`src/rtl/fetch.sv`:
```
// Byte-serial Y86-64 fetch stage.
// Reads one instruction byte per memory handshake, assembles the
// icode/ifun/rA/rB/valC/valP bundle and hands it to decode through a
// valid/ready handshake. Later stages may redirect the PC at any time
// outside HALTED.
module fetch #(
  parameter logic [63:0] RESET_PC = 64'h0
) (
  input  logic        clk_i,
  input  logic        rst_i,
  output logic        imem_req_o,
  output logic [63:0] imem_addr_o,
  input  logic        imem_ack_i,
  input  logic [7:0]  imem_data_i,
  input  logic        imem_err_i,
  output logic        valid_o,
  input  logic        ready_i,
  output logic [3:0]  icode_o,
  output logic [3:0]  ifun_o,
  output logic [3:0]  rA_o,
  output logic [3:0]  rB_o,
  output logic [63:0] valC_o,
  output logic [63:0] valP_o,
  output logic [2:0]  stat_o,
  input  logic        pc_load_i,
  input  logic [63:0] pc_new_i
);

  localparam logic [1:0] ST_FETCH = 2'd0;
  localparam logic [1:0] ST_OUT   = 2'd1;
  localparam logic [1:0] ST_HALT  = 2'd2;

  localparam logic [2:0] STAT_AOK = 3'd1;
  localparam logic [2:0] STAT_HLT = 3'd2;
  localparam logic [2:0] STAT_ADR = 3'd3;
  localparam logic [2:0] STAT_INS = 3'd4;

  // Instruction length in bytes; 0 marks an invalid icode.
  function automatic logic [3:0] f_len(input logic [3:0] ic);
    case (ic)
      4'h0, 4'h1, 4'h9:       f_len = 4'd1;
      4'h2, 4'h6, 4'hA, 4'hB: f_len = 4'd2;
      4'h7, 4'h8:             f_len = 4'd9;
      4'h3, 4'h4, 4'h5:       f_len = 4'd10;
      default:                f_len = 4'd0;
    endcase
  endfunction

  logic [1:0]  r_state;
  logic [1:0]  w_state_next;
  logic [63:0] r_pc;
  logic [3:0]  r_idx;

  // Fields accumulated so far for the instruction being fetched.
  logic [3:0]  r_a_icode, r_a_ifun, r_a_ra, r_a_rb;
  logic [63:0] r_a_valc;

  // Bundle registers presented to decode.
  logic [3:0]  r_icode, r_ifun, r_ra, r_rb;
  logic [63:0] r_valc, r_valp;
  logic [2:0]  r_stat;

  // Combinational view of the fetch step for the byte acked this cycle.
  logic [3:0]  w_len;
  logic [2:0]  w_lane;
  logic        w_jc;
  logic [3:0]  w_base_icode, w_base_ifun, w_base_ra, w_base_rb;
  logic [63:0] w_base_valc;
  logic [3:0]  w_cap_icode, w_cap_ifun, w_cap_ra, w_cap_rb;
  logic [63:0] w_cap_valc;
  logic [3:0]  w_out_icode, w_out_ifun, w_out_ra, w_out_rb;
  logic [63:0] w_out_valc, w_out_valp;
  logic [2:0]  w_out_stat;
  logic        w_done;

  // Merge the incoming byte into the fields and decide whether the bundle is complete.
  always_comb begin
    // Length comes from byte 0 on its own ack cycle, afterwards from the stored icode.
    w_len = (r_idx == 4'd0) ? f_len(imem_data_i[7:4]) : f_len(r_a_icode);
    w_jc  = (r_a_icode == 4'h7) || (r_a_icode == 4'h8);
    // jXX/call carry valC from byte 1, the move-with-constant forms from byte 2.
    w_lane = w_jc ? (r_idx[2:0] - 3'd1) : (r_idx[2:0] - 3'd2);

    // A new instruction starts from defaults; later bytes build on what is stored.
    if (r_idx == 4'd0) begin
      w_base_icode = 4'h0;
      w_base_ifun  = 4'h0;
      w_base_ra    = 4'hF;
      w_base_rb    = 4'hF;
      w_base_valc  = 64'd0;
    end else begin
      w_base_icode = r_a_icode;
      w_base_ifun  = r_a_ifun;
      w_base_ra    = r_a_ra;
      w_base_rb    = r_a_rb;
      w_base_valc  = r_a_valc;
    end

    w_cap_icode = w_base_icode;
    w_cap_ifun  = w_base_ifun;
    w_cap_ra    = w_base_ra;
    w_cap_rb    = w_base_rb;
    w_cap_valc  = w_base_valc;
    if (r_idx == 4'd0) begin
      w_cap_icode = imem_data_i[7:4];
      w_cap_ifun  = imem_data_i[3:0];
    end else if (w_jc || r_idx != 4'd1) begin
      w_cap_valc[{w_lane, 3'b000} +: 8] = imem_data_i;
    end else begin
      w_cap_ra = imem_data_i[7:4];
      w_cap_rb = imem_data_i[3:0];
    end

    w_done      = 1'b0;
    w_out_icode = w_cap_icode;
    w_out_ifun  = w_cap_ifun;
    w_out_ra    = w_cap_ra;
    w_out_rb    = w_cap_rb;
    w_out_valc  = w_cap_valc;
    w_out_valp  = r_pc + {60'd0, w_len};
    w_out_stat  = STAT_AOK;
    if (imem_err_i) begin
      // The faulting byte itself is not captured.
      w_done      = 1'b1;
      w_out_icode = w_base_icode;
      w_out_ifun  = w_base_ifun;
      w_out_ra    = w_base_ra;
      w_out_rb    = w_base_rb;
      w_out_valc  = w_base_valc;
      w_out_valp  = r_pc + {60'd0, r_idx} + 64'd1;
      w_out_stat  = STAT_ADR;
    end else if (w_len == 4'd0) begin
      w_done     = 1'b1;
      w_out_valp = r_pc + 64'd1;
      w_out_stat = STAT_INS;
    end else if ((r_idx + 4'd1) == w_len) begin
      w_done     = 1'b1;
      w_out_stat = (w_cap_icode == 4'h0) ? STAT_HLT : STAT_AOK;
    end
  end

  // State register; reset wins over everything.
  always_ff @(posedge clk_i) begin
    if (rst_i) begin
      r_state <= ST_FETCH;
    end else begin
      r_state <= w_state_next;
    end
  end

  // Next-state logic.
  always_comb begin
    w_state_next = r_state;
    case (r_state)
      ST_FETCH: begin
        if (pc_load_i) begin
          w_state_next = ST_FETCH;
        end else if (imem_ack_i && w_done) begin
          w_state_next = ST_OUT;
        end
      end
      ST_OUT: begin
        if (pc_load_i) begin
          w_state_next = ST_FETCH;
        end else if (ready_i) begin
          w_state_next = (r_stat == STAT_AOK) ? ST_FETCH : ST_HALT;
        end
      end
      default: w_state_next = ST_HALT;
    endcase
  end

  // Handshake outputs, held low while reset is asserted.
  always_comb begin
    imem_req_o  = (r_state == ST_FETCH) && !rst_i;
    valid_o     = (r_state == ST_OUT) && !rst_i;
    imem_addr_o = r_pc + {60'd0, r_idx};
  end

  assign icode_o = r_icode;
  assign ifun_o  = r_ifun;
  assign rA_o    = r_ra;
  assign rB_o    = r_rb;
  assign valC_o  = r_valc;
  assign valP_o  = r_valp;
  assign stat_o  = r_stat;

  // PC, byte index, field accumulation and bundle capture on entry to OUT.
  always_ff @(posedge clk_i) begin
    if (rst_i) begin
      r_pc      <= RESET_PC;
      r_idx     <= 4'd0;
      r_a_icode <= 4'h0;
      r_a_ifun  <= 4'h0;
      r_a_ra    <= 4'hF;
      r_a_rb    <= 4'hF;
      r_a_valc  <= 64'd0;
      r_icode   <= 4'h0;
      r_ifun    <= 4'h0;
      r_ra      <= 4'hF;
      r_rb      <= 4'hF;
      r_valc    <= 64'd0;
      r_valp    <= 64'd0;
      r_stat    <= STAT_AOK;
    end else begin
      case (r_state)
        ST_FETCH: begin
          if (pc_load_i) begin
            r_pc  <= pc_new_i;
            r_idx <= 4'd0;
          end else if (imem_ack_i) begin
            r_a_icode <= w_cap_icode;
            r_a_ifun  <= w_cap_ifun;
            r_a_ra    <= w_cap_ra;
            r_a_rb    <= w_cap_rb;
            r_a_valc  <= w_cap_valc;
            if (w_done) begin
              r_icode <= w_out_icode;
              r_ifun  <= w_out_ifun;
              r_ra    <= w_out_ra;
              r_rb    <= w_out_rb;
              r_valc  <= w_out_valc;
              r_valp  <= w_out_valp;
              r_stat  <= w_out_stat;
            end else begin
              r_idx <= r_idx + 4'd1;
            end
          end
        end
        ST_OUT: begin
          if (pc_load_i) begin
            r_pc  <= pc_new_i;
            r_idx <= 4'd0;
          end else if (ready_i) begin
            r_pc  <= r_valp;
            r_idx <= 4'd0;
          end
        end
        default: begin
        end
      endcase
    end
  end

endmodule

```
`config.mk`:
```
export PLATFORM = sky130hd
export DESIGN_NAME = fetch
export DESIGN_NICKNAME = d
export VERILOG_FILES = /design/src/rtl/fetch.sv
export SDC_FILE = /design/constraint.sdc
export NUM_CORES = 1
export LEC_CHECK = 0
export CORE_MARGIN = 1
export CORE_UTILIZATION = 40
export CTS_BUF_LIST = sky130_fd_sc_hd__clkbuf_2
export CTS_CLUSTER_SIZE = 12
export DETAILED_ROUTE_END_ITERATION = 8
export PLACE_DENSITY = 0.73
export SETUP_SLACK_MARGIN = 0.15
export SYNTH_ARGS = -nofsm -noshare
export SYNTH_HDL_FRONTEND = slang
export SYNTH_SLANG_ARGS = --single-unit
```
`constraint.sdc`:
```
create_clock -name clk_i -period 13.35 [get_ports clk_i]
set_input_delay 2.67 -clock clk_i [delete_from_list [all_inputs] [get_ports clk_i]]
set_output_delay 2.67 -clock clk_i [all_outputs]
set_load 0.005 [all_outputs]
```
## After elaboration in Yosys (flattened, before gate mapping)

Memories as Yosys holds them, arrays and structs flattened. A register that Yosys moved wholly into a read port is not among the register bits.
Cells that the tools add are included.

- Add/subtract/negate cells: 8
- Eq/ne operators: 11
- Shift operators: 2
- Muxes and demuxes: 48
- Bitwise logic cells: 1
- Reduce and logical (&&, ||, !) cells: 16

Operators by type and width:

| cell | number |
|---|---|
| 64-bit 2-to-1 mux | 9 |
| 64-bit by 1-bit adder with 64-bit output, second input constant | 2 |
| 64-bit by 4-bit adder with 64-bit output | 2 |
| 64-bit case mux with 2 select lines | 1 |
| 4-bit 2-to-1 mux | 22 |
| 64-bit bitwise mux | 1 |
| 8-bit by 8-bit variable shift with 64-bit output, first input constant | 1 |
| 8-bit by 8-bit variable part select with 64-bit output | 1 |
| 2-bit 2-to-1 mux | 7 |
| 4-bit zero test | 3 |
| 3-bit inequality test, second input constant | 4 |
| 3-bit 2-to-1 mux | 3 |
| 6-bit negation with 8-bit output | 1 |
| 4-bit case mux with 2 select lines | 1 |
| 4-bit AND reduction | 2 |
| 3-bit AND reduction | 2 |
| 4-bit by 1-bit adder with 4-bit output, second input constant | 1 |
| 4-bit by 3-bit == test with 1-bit output, second input constant | 1 |
| 4-bit == test | 1 |
| 4-bit == test, second input constant | 1 |
| 4-bit by 1-bit inequality test with 1-bit output, second input constant | 1 |
| 2-bit case mux with 2 select lines | 1 |
| 3-bit by 1-bit == test with 1-bit output, second input constant | 1 |
| 1-bit logical AND | 3 |
| other kinds (11) | 14 |

- Flip-flop bits (word level): 297
- Memory bits (read-only): 96
- Memories: 2

Memories:

| memory | depth | bits a word | rd ports | clocked after Yosys merged registers in | wr ports | RTL line | RTL |
|---|---|---|---|---|---|---|---|
| (no name shown) | 16 | 3 | 1 | 0 | 0 | 40 | `case (ic)` |
| (no name shown) | 16 | 3 | 1 | 1 | 0 | 40 |  |

## Depth between registers and ports, before layout

Gate-level depths: netlist of the first run.

- Word-level depth: 10
- Depth in mapped cells: 20

## Least setup slack after synthesis of the first run

OpenSTA, ideal clock, no wires.

- Path kind: input -> output
- Start: in rst_i
- End: out imem_req_o
- Arrival: 3.594 ns
- Data required time: 10.680 ns
- Slack: 7.086 ns
- Stages: 4
- Buffers on the path: 3
- Cells stage by stage: clkbuf_1 > clkbuf_1 > buf_1 > nor3_1

- Word-level cells in the longest chain between the ends: 2

RTL lines:

| item | RTL line | RTL |
|---|---|---|
| from (decl) | 10 | `input logic rst_i,` |
| 1-bit zero test | 175 | `imem_req_o = (r_state == ST_FETCH) && !rst_i;` |
| 1-bit logical AND | 175 |  |
| to (decl) | 11 | `output logic imem_req_o,` |

No other way between the ends.

## Worst setup path after layout of the first run

- Start: reg r_idx[0]
- End: out imem_addr_o[56]

- Word-level cells in the longest chain between the ends: 1

RTL lines:

| item | RTL line | RTL |
|---|---|---|
| from (decl) | 52 | `logic [3:0] r_idx;` |
| from (signal assigned) | 226 | `r_idx <= r_idx + 4'd1;` |
| 64-bit by 4-bit adder with 64-bit output | 177 | `imem_addr_o = r_pc + {60'd0, r_idx};` |
| to (decl) | 12 | `output logic [63:0] imem_addr_o,` |

No other way between the ends.

==> impl_metrics.tcl, run 1 <==
set metrics [dict create \
    syn_avg_cell_area_um2 7.81 \
    regArea_um2 6010 \
    antenna_found_initial 9 \
    synthTopCellsByArea "dfxtp_1 34%, nor2_1 7.2%, a22oi_1 4.9%" \
    n_fill_cell 4315 \
    die_y_um 211 \
    gp_congestion 1.01 \
    worstSkewPairLatency_ns 1.10 \
    grt_max_degree 136 \
    yosysUniqueCellTypes 86 \
    finish.utilization_pct 49.4 \
    io_pins 291 \
    fin_crit_sh_pct 61.9 \
    routed_wl_mm 66.9 \
    final_common_cell "nor2_1" \
    relSlewSlack_pct 10.7 \
    post_cts_resized 0 \
    syn_nets 2340 \
    drcViolationCount 0 \
    ctsLongestPathBuffers 3 \
    worst_ep_arrival_time_ns 5.59 \
    port_buffers 290 \
    grt_overflow 0 \
    areaGrowthSynthToFinish_pct 21.5 \
    initial_core_util_pct 40.6 \
    hold_slack_ns 0.464 \
    synth_edf_count 0 \
    place_ws_ns 5.51 \
    yosysTopAreaCell "dfxtp_1" \
    wl_per_cell_um 21.6 \
    final.setup_skew_ns 0.0900 \
    r2r_setup_slack_ns 7.38 \
    crit_slowest_cell "nand4_1" \
    cp-end-kind "output port" \
    synth_area_um2 17500 \
    row_count 76 \
    cts_setup_buffers 0 \
    timing.final.ws_setup_ns 5.09 \
    ys_ff_latch 300 \
    critPathMaxFanout 12 \
    worstPathRequired_ns 10.68 \
    status "finished, final reports clean" \
    ir_drop_mv 0.0655 \
    cap_violations 0 \
    power_density_nw_per_um2 93.6 \
    path_cells "ha_1, inv_1, fa_1, nand2b_1, a21oi_2, nand4_1, nor3_1, xor2_1, clkdlybuf4s50_1" \
    cts_root_buf "clkbuf_2" \
    hold_viol_final 0 \
    drt_pass1_iterations 6 \
    yosysTopAreaCellShare_pct 34.2 \
    ctsHtreeMaxLevel 3 \
    vias 18314 \
    cts_hold_buffers 0 \
    rsz0062_at_grt "false" \
    mostFrequentLayoutCells "335 x nor2_1, 300 x dfxtp_1, 287 x clkdlybuf4s50_1" \
    p_leak_nw 7.41 \
    muxShareOfSynthArea_pct 5.03 \
    worstMarginPinSlew_ns 1.33 \
    cts_made_buffers 81 \
    cp-start-kind "flip-flop" \
    async_flop_share_pct 0 \
    slowest_delay_ns 0.67 \
    ant_nets 0 \
    synth-compound-area-share_pct 20.4 \
    cts_tree "done" \
    dpl-instance-area_um2 20600 \
    die_x_um 211 \
    synthSimpleGateAreaFrac_pct 26.1 \
    finalSetupTns_ns 0 \
    ys_seq_area_share_pct 34.2 \
    yosys_warnings 0 \
    power_mw 1.99 \
    synth-main-ff-cell "dfxtp_1" \
    viasPerCell 5.91 \
    setup_viol 0 \
    fin_nets 2545 \
    max_freq_mhz 121 \
    path_class "flip-flop to output port" \
    fin_crit_ns 8.26 \
    multi_input_area_um2 10600 \
    hpwlAfterDp_mm 48.2 \
    stdcell_area_um2 21300 \
    grt_util_all_layers_pct 29.3 \
    hold_class "flip-flop to flip-flop" \
    synth_fa_ha_area_share_pct 1.23 \
    path_clk_slew_ns 0.09 \
    synth_xor_area_share_pct 7.52 \
    grt_pass1_vias 17493 \
    clock-sinks 300 \
    drtIter0Drc 1722 \
    slew_violations 0 \
    drive_gt1_share_pct 10.4 \
    die_area_um2 44700 \
    synth_top_family_by_area "simple AND/OR/NAND/NOR gates" \
    final_cells 3099 \
    grt_pass1_wl_mm 101 \
    synth_cells 2246 \
    core_area_um2 43200 \
    dp.cells 2953 \
]
[logic make-up (layout without fill, tap and decap cells)]
kind of cell               Yosys count  in the layout
and+or+nand+nor                    931            931
AOI/OAI and AO/OA                  535            535
DFF                                300            300
buffers and inverters              234            492
xor gates and xnor gates           149            149
muxes                               81             81
adders and majority gates           16             16
other                                0             10
[flip-flops by register name, indices dropped and copies added, names as in the netlist, named ones only]
register	cells
icode_o	4
ifun_o	4
rA_o	4
rB_o	4
r_a_icode	4
r_a_ifun	4
r_a_ra	4
r_a_rb	4
r_a_valc	64
r_idx	4
r_pc	64
r_state	2
stat_o	3
valC_o	64
valP_o	64
[synthesized netlist by cell type (all sizes together) (61+ instances only)]
library cell / number
xnor2: 92
o21ai: 117
nand3: 66
a311oi: 66
nor2: 337
a21oi: 108
nand4: 61
dfxtp: 300
nor3: 94
a22oi: 115
clkbuf: 155
nand2: 201
[where the power goes]
group          total, mW  leakage [nW]  switching, mW  internal (mW)
clock              0.629         0.517          0.409          0.219
combinational      0.374          4.45          0.213          0.161
sequential         0.991          2.44         0.0605          0.931
[layout make-up]
cell class,instances,area share (%)
clock inverter,31,0.687
tap,585,3.43
timing repair buffer,314,14.4
sequential,300,28.2
clock buffer,105,2.47
inverter,42,0.740
antenna,10,0.117
multi-input combinational,1712,50.0
[worst paths after layout]
path | depth (start not counted) | start | end
worst max-delay path | 9 | r_idx[0]$_SDFFE_PP0P_ | imem_addr_o[56]
worst min-delay path | 2 | r_a_ifun[2]$_SDFFE_PP0P_ | r_a_ifun[2]$_SDFFE_PP0P_
worst max register to register | 13 | r_idx[0]$_SDFFE_PP0P_ | valP_o[61]$_SDFFE_PP0P_
worst min register to register | 2 | r_a_ifun[2]$_SDFFE_PP0P_ | r_a_ifun[2]$_SDFFE_PP0P_
[critical path, delay by kind of cell (launching register included)]
family | cells | cell delay, ns
and+or+nand+nor | 3 | 1.34
adders and majority gates | 2 | 0.71
buffers and inverters | 2 | 0.70
DFF | 1 | 0.62
xor gates and xnor gates | 1 | 0.60
AOI/OAI and AO/OA | 1 | 0.54
[per-layer routing]
metal	share of wire (%)	global-route usage, %	vias to the layer above
li1	-	-	8586
met2	47	48.3	823
met4	3.8	12.7	6
met1	41	36.2	8724
met3	8.2	7.08	175
met5	0.052	0	-
(Power assumes the default switching activity.)
==> run 2, diff against run 1 <==
Settings changed: PLACE_DENSITY 0.73 to 0.75.
Clock period 13.35 ns to 6.9 ns, I/O delays scaled along.
==> run 2 against run 1 <==
Against the previous run: routed wire length increased by 1.3%; cell area rose by 0.68%; sequential cell count is the same; critical path depth unchanged; global-route usage rose by 0.35 points; via count increased by 0.91%; combinational power up 97%; die area did not move; critical path type unchanged; critical endpoint is now imem_addr_o[58].
==> impl_metrics.tcl, run 2 (synthesis gave the netlist of run 1 again) <==
set metrics [dict create \
    path_class "flip-flop to output port" \
    stdcell_area_um2 21500 \
    drtIter0Drc 1845 \
    worstPathRequired_ns 5.52 \
    n_fill_cell 4272 \
    finish.utilization_pct 49.7 \
    regArea_um2 6010 \
    hold_end "r_a_ifun[2]$_SDFFE_PP0P_" \
    ctsHtreeMaxLevel 3 \
    power_density_nw_per_um2 184 \
    path_clk_slew_ns 0.10 \
    worstMarginPinSlew_ns 1.26 \
    status "finished, final reports clean" \
    wl_met1_mm 28.1 \
    cp-end-kind "output port" \
    p_int_mw 2.58 \
    seqPwrFrac_pct 48.5 \
    setup_viol 0 \
    worstSkewPairLatency_ns 1.06 \
    vias 18481 \
    slew_violations 0 \
    io_pins 291 \
    hpwlAfterDp_mm 48.4 \
    r2r-start "r_idx[1]$_SDFFE_PP0P_" \
    dpl-instance-area_um2 20700 \
    row_count 76 \
    critPathMaxFanout 12 \
    cts_hold_buffers 0 \
    clock-sinks 300 \
    drive_gt1_share_pct 10.5 \
    grt_pass1_vias 17971 \
    die_y_um 211 \
    slowest_delay_ns 0.74 \
    cp-start-kind "flip-flop" \
    gp_congestion 1.02 \
    top_layer_used "met5" \
    worst-path-buf-inv 2 \
    final.setup_skew_ns 0.0561 \
    r2r_setup_slack_ns 1.42 \
    grt_overflow 0 \
    r2r_end "valP_o[54]$_SDFFE_PP0P_" \
    p_comb_share_pct 18.6 \
    rsz0062_at_grt "false" \
    finalSetupTns_ns 0 \
    drt_pass1_iterations 8 \
    cts_tree "done" \
    grt_max_degree 166 \
    r2r_cells 18 \
    cts_made_buffers 82 \
    port_buffers 290 \
    ant_nets 0 \
    final_common_cell "nor2_1" \
    mostFrequentLayoutCells "335 x nor2_1, 299 x dfxtp_1, 287 x clkdlybuf4s50_1" \
    drcViolationCount 0 \
    relSlewSlack_pct 15.4 \
    ctsLongestPathBuffers 3 \
    cap_violations 0 \
    ir_drop_mv 0.124 \
    multi_input_area_um2 10600 \
    worst_ep_arrival_time_ns 5.04 \
    crit_family "simple AND/OR/NAND/NOR gates" \
    antenna_found_initial 9 \
    grt_pass1_wl_mm 103 \
    grt_util_all_layers_pct 29.6 \
    routed_wl_mm 67.7 \
    p_leak_nw 7.48 \
    cts_root_buf "clkbuf_2" \
    fin_crit_ns 6.42 \
    p_switching_mw 1.37 \
    route.met2.wl_mm 31.3 \
    core_area_um2 43200 \
    min_from "r_a_ifun[2]$_SDFFE_PP0P_" \
    die_area_um2 44700 \
    die_x_um 211 \
    hold_path_depth 2 \
    viasPerCell 5.94 \
    hold_class "flip-flop to flip-flop" \
    power_switching_share_pct 34.7 \
    path_cells "ha_1, inv_1, fa_1, nand2b_1, a21o_1, or4_1, nor3_1, xor2_2, clkdlybuf4s50_1" \
    fin_nets 2559 \
    fin_crit_sh_pct 93.1 \
    wl_per_cell_um 21.8 \
    crit_slowest_cell "or4_1" \
    power_mw 3.96 \
    hold_viol_final 0 \
    clkPwrFrac_pct 32.9 \
    initial_core_util_pct 40.6 \
    wl_met3_mm 5.28 \
    areaGrowthSynthToFinish_pct 22.3 \
    max_freq_mhz 156 \
]
==> run 2: power by group through the flow <==
stage / Combinational (mW) / Sequential, mW / Clock [mW]
final: 0.735 / 1.92 / 1.30
after global routing: 0.797 / 1.93 / 1.42
after CTS: 0.732 / 1.92 / 1.33
after detailed placement: 0.728 / 1.96 / 0
after global placement: 0.713 / 1.95 / 0
after floorplan: 0.463 / 1.88 / 0
==> run 2: per-layer routing <==
| metal | up-vias | track usage [%] |
|---|---|---|
| li1 | 8618 | - |
| met1 | 8845 | 36.7 |
| met2 | 823 | 48.7 |
| met3 | 181 | 6.51 |
| met4 | 14 | 14.1 |
| met5 | - | 0 |
==> run 2: area by class of cell <==
type,instances,share of cell area (%)
antenna,2,0.0233
tap,585,3.41
multi-input combinational,1712,49.6
clock inverter,41,1.00
inverter,42,0.735
timing repair buffer,327,14.8
sequential,300,28.0
clock buffer,102,2.38
==> run 2: worst max path at each step <==
| stage | from | end | cells past startpoint |
|---|---|---|---|
| floorplan | imem_data_i[6] | valP_o[58]$_SDFFE_PP0P_ | 16 |
| CTS | r_idx[0]$_SDFFE_PP0P_ | imem_addr_o[52] | 10 |
| finish | r_idx[0]$_SDFFE_PP0P_ | imem_addr_o[58] | 9 |
| global route | r_idx[0]$_SDFFE_PP0P_ | imem_addr_o[58] | 9 |
| global placement | imem_data_i[7] | valP_o[54]$_SDFFE_PP0P_ | 17 |
| detailed placement | imem_data_i[7] | valP_o[54]$_SDFFE_PP0P_ | 17 |
==> run 2: worst min-delay path: stages (launching register included) <==
cell     delay (ns)
dfxtp_1        0.32
nand2_1        0.05
a21oi_1        0.05
==> run 2: repair_timing <==
| action | CTS | global route |
|---|---|---|
| hold endpoints to repair | 0 | 0 |
| setup buffers | 0 | 3 |
| pin swaps | 1 | 1 |
| endpoints found under the setup margin | 1 | 3 |
| resized for setup | 0 | 2 |
==> run 2: through the flow <==
| stage | worst slack, ns | hold slack [ns] | instances |
|---|---|---|---|
| floorplan | 2.17 | 0.437 | 2246 |
| global placement | 0.974 | 0.444 | 2962 |
| detailed placement | 0.834 | 0.449 | 2962 |
| CTS | 0.154 | 0.465 | 3105 |
| global route | 0.314 | 0.501 | 3110 |
| finish | 0.477 | 0.466 | 3111 |
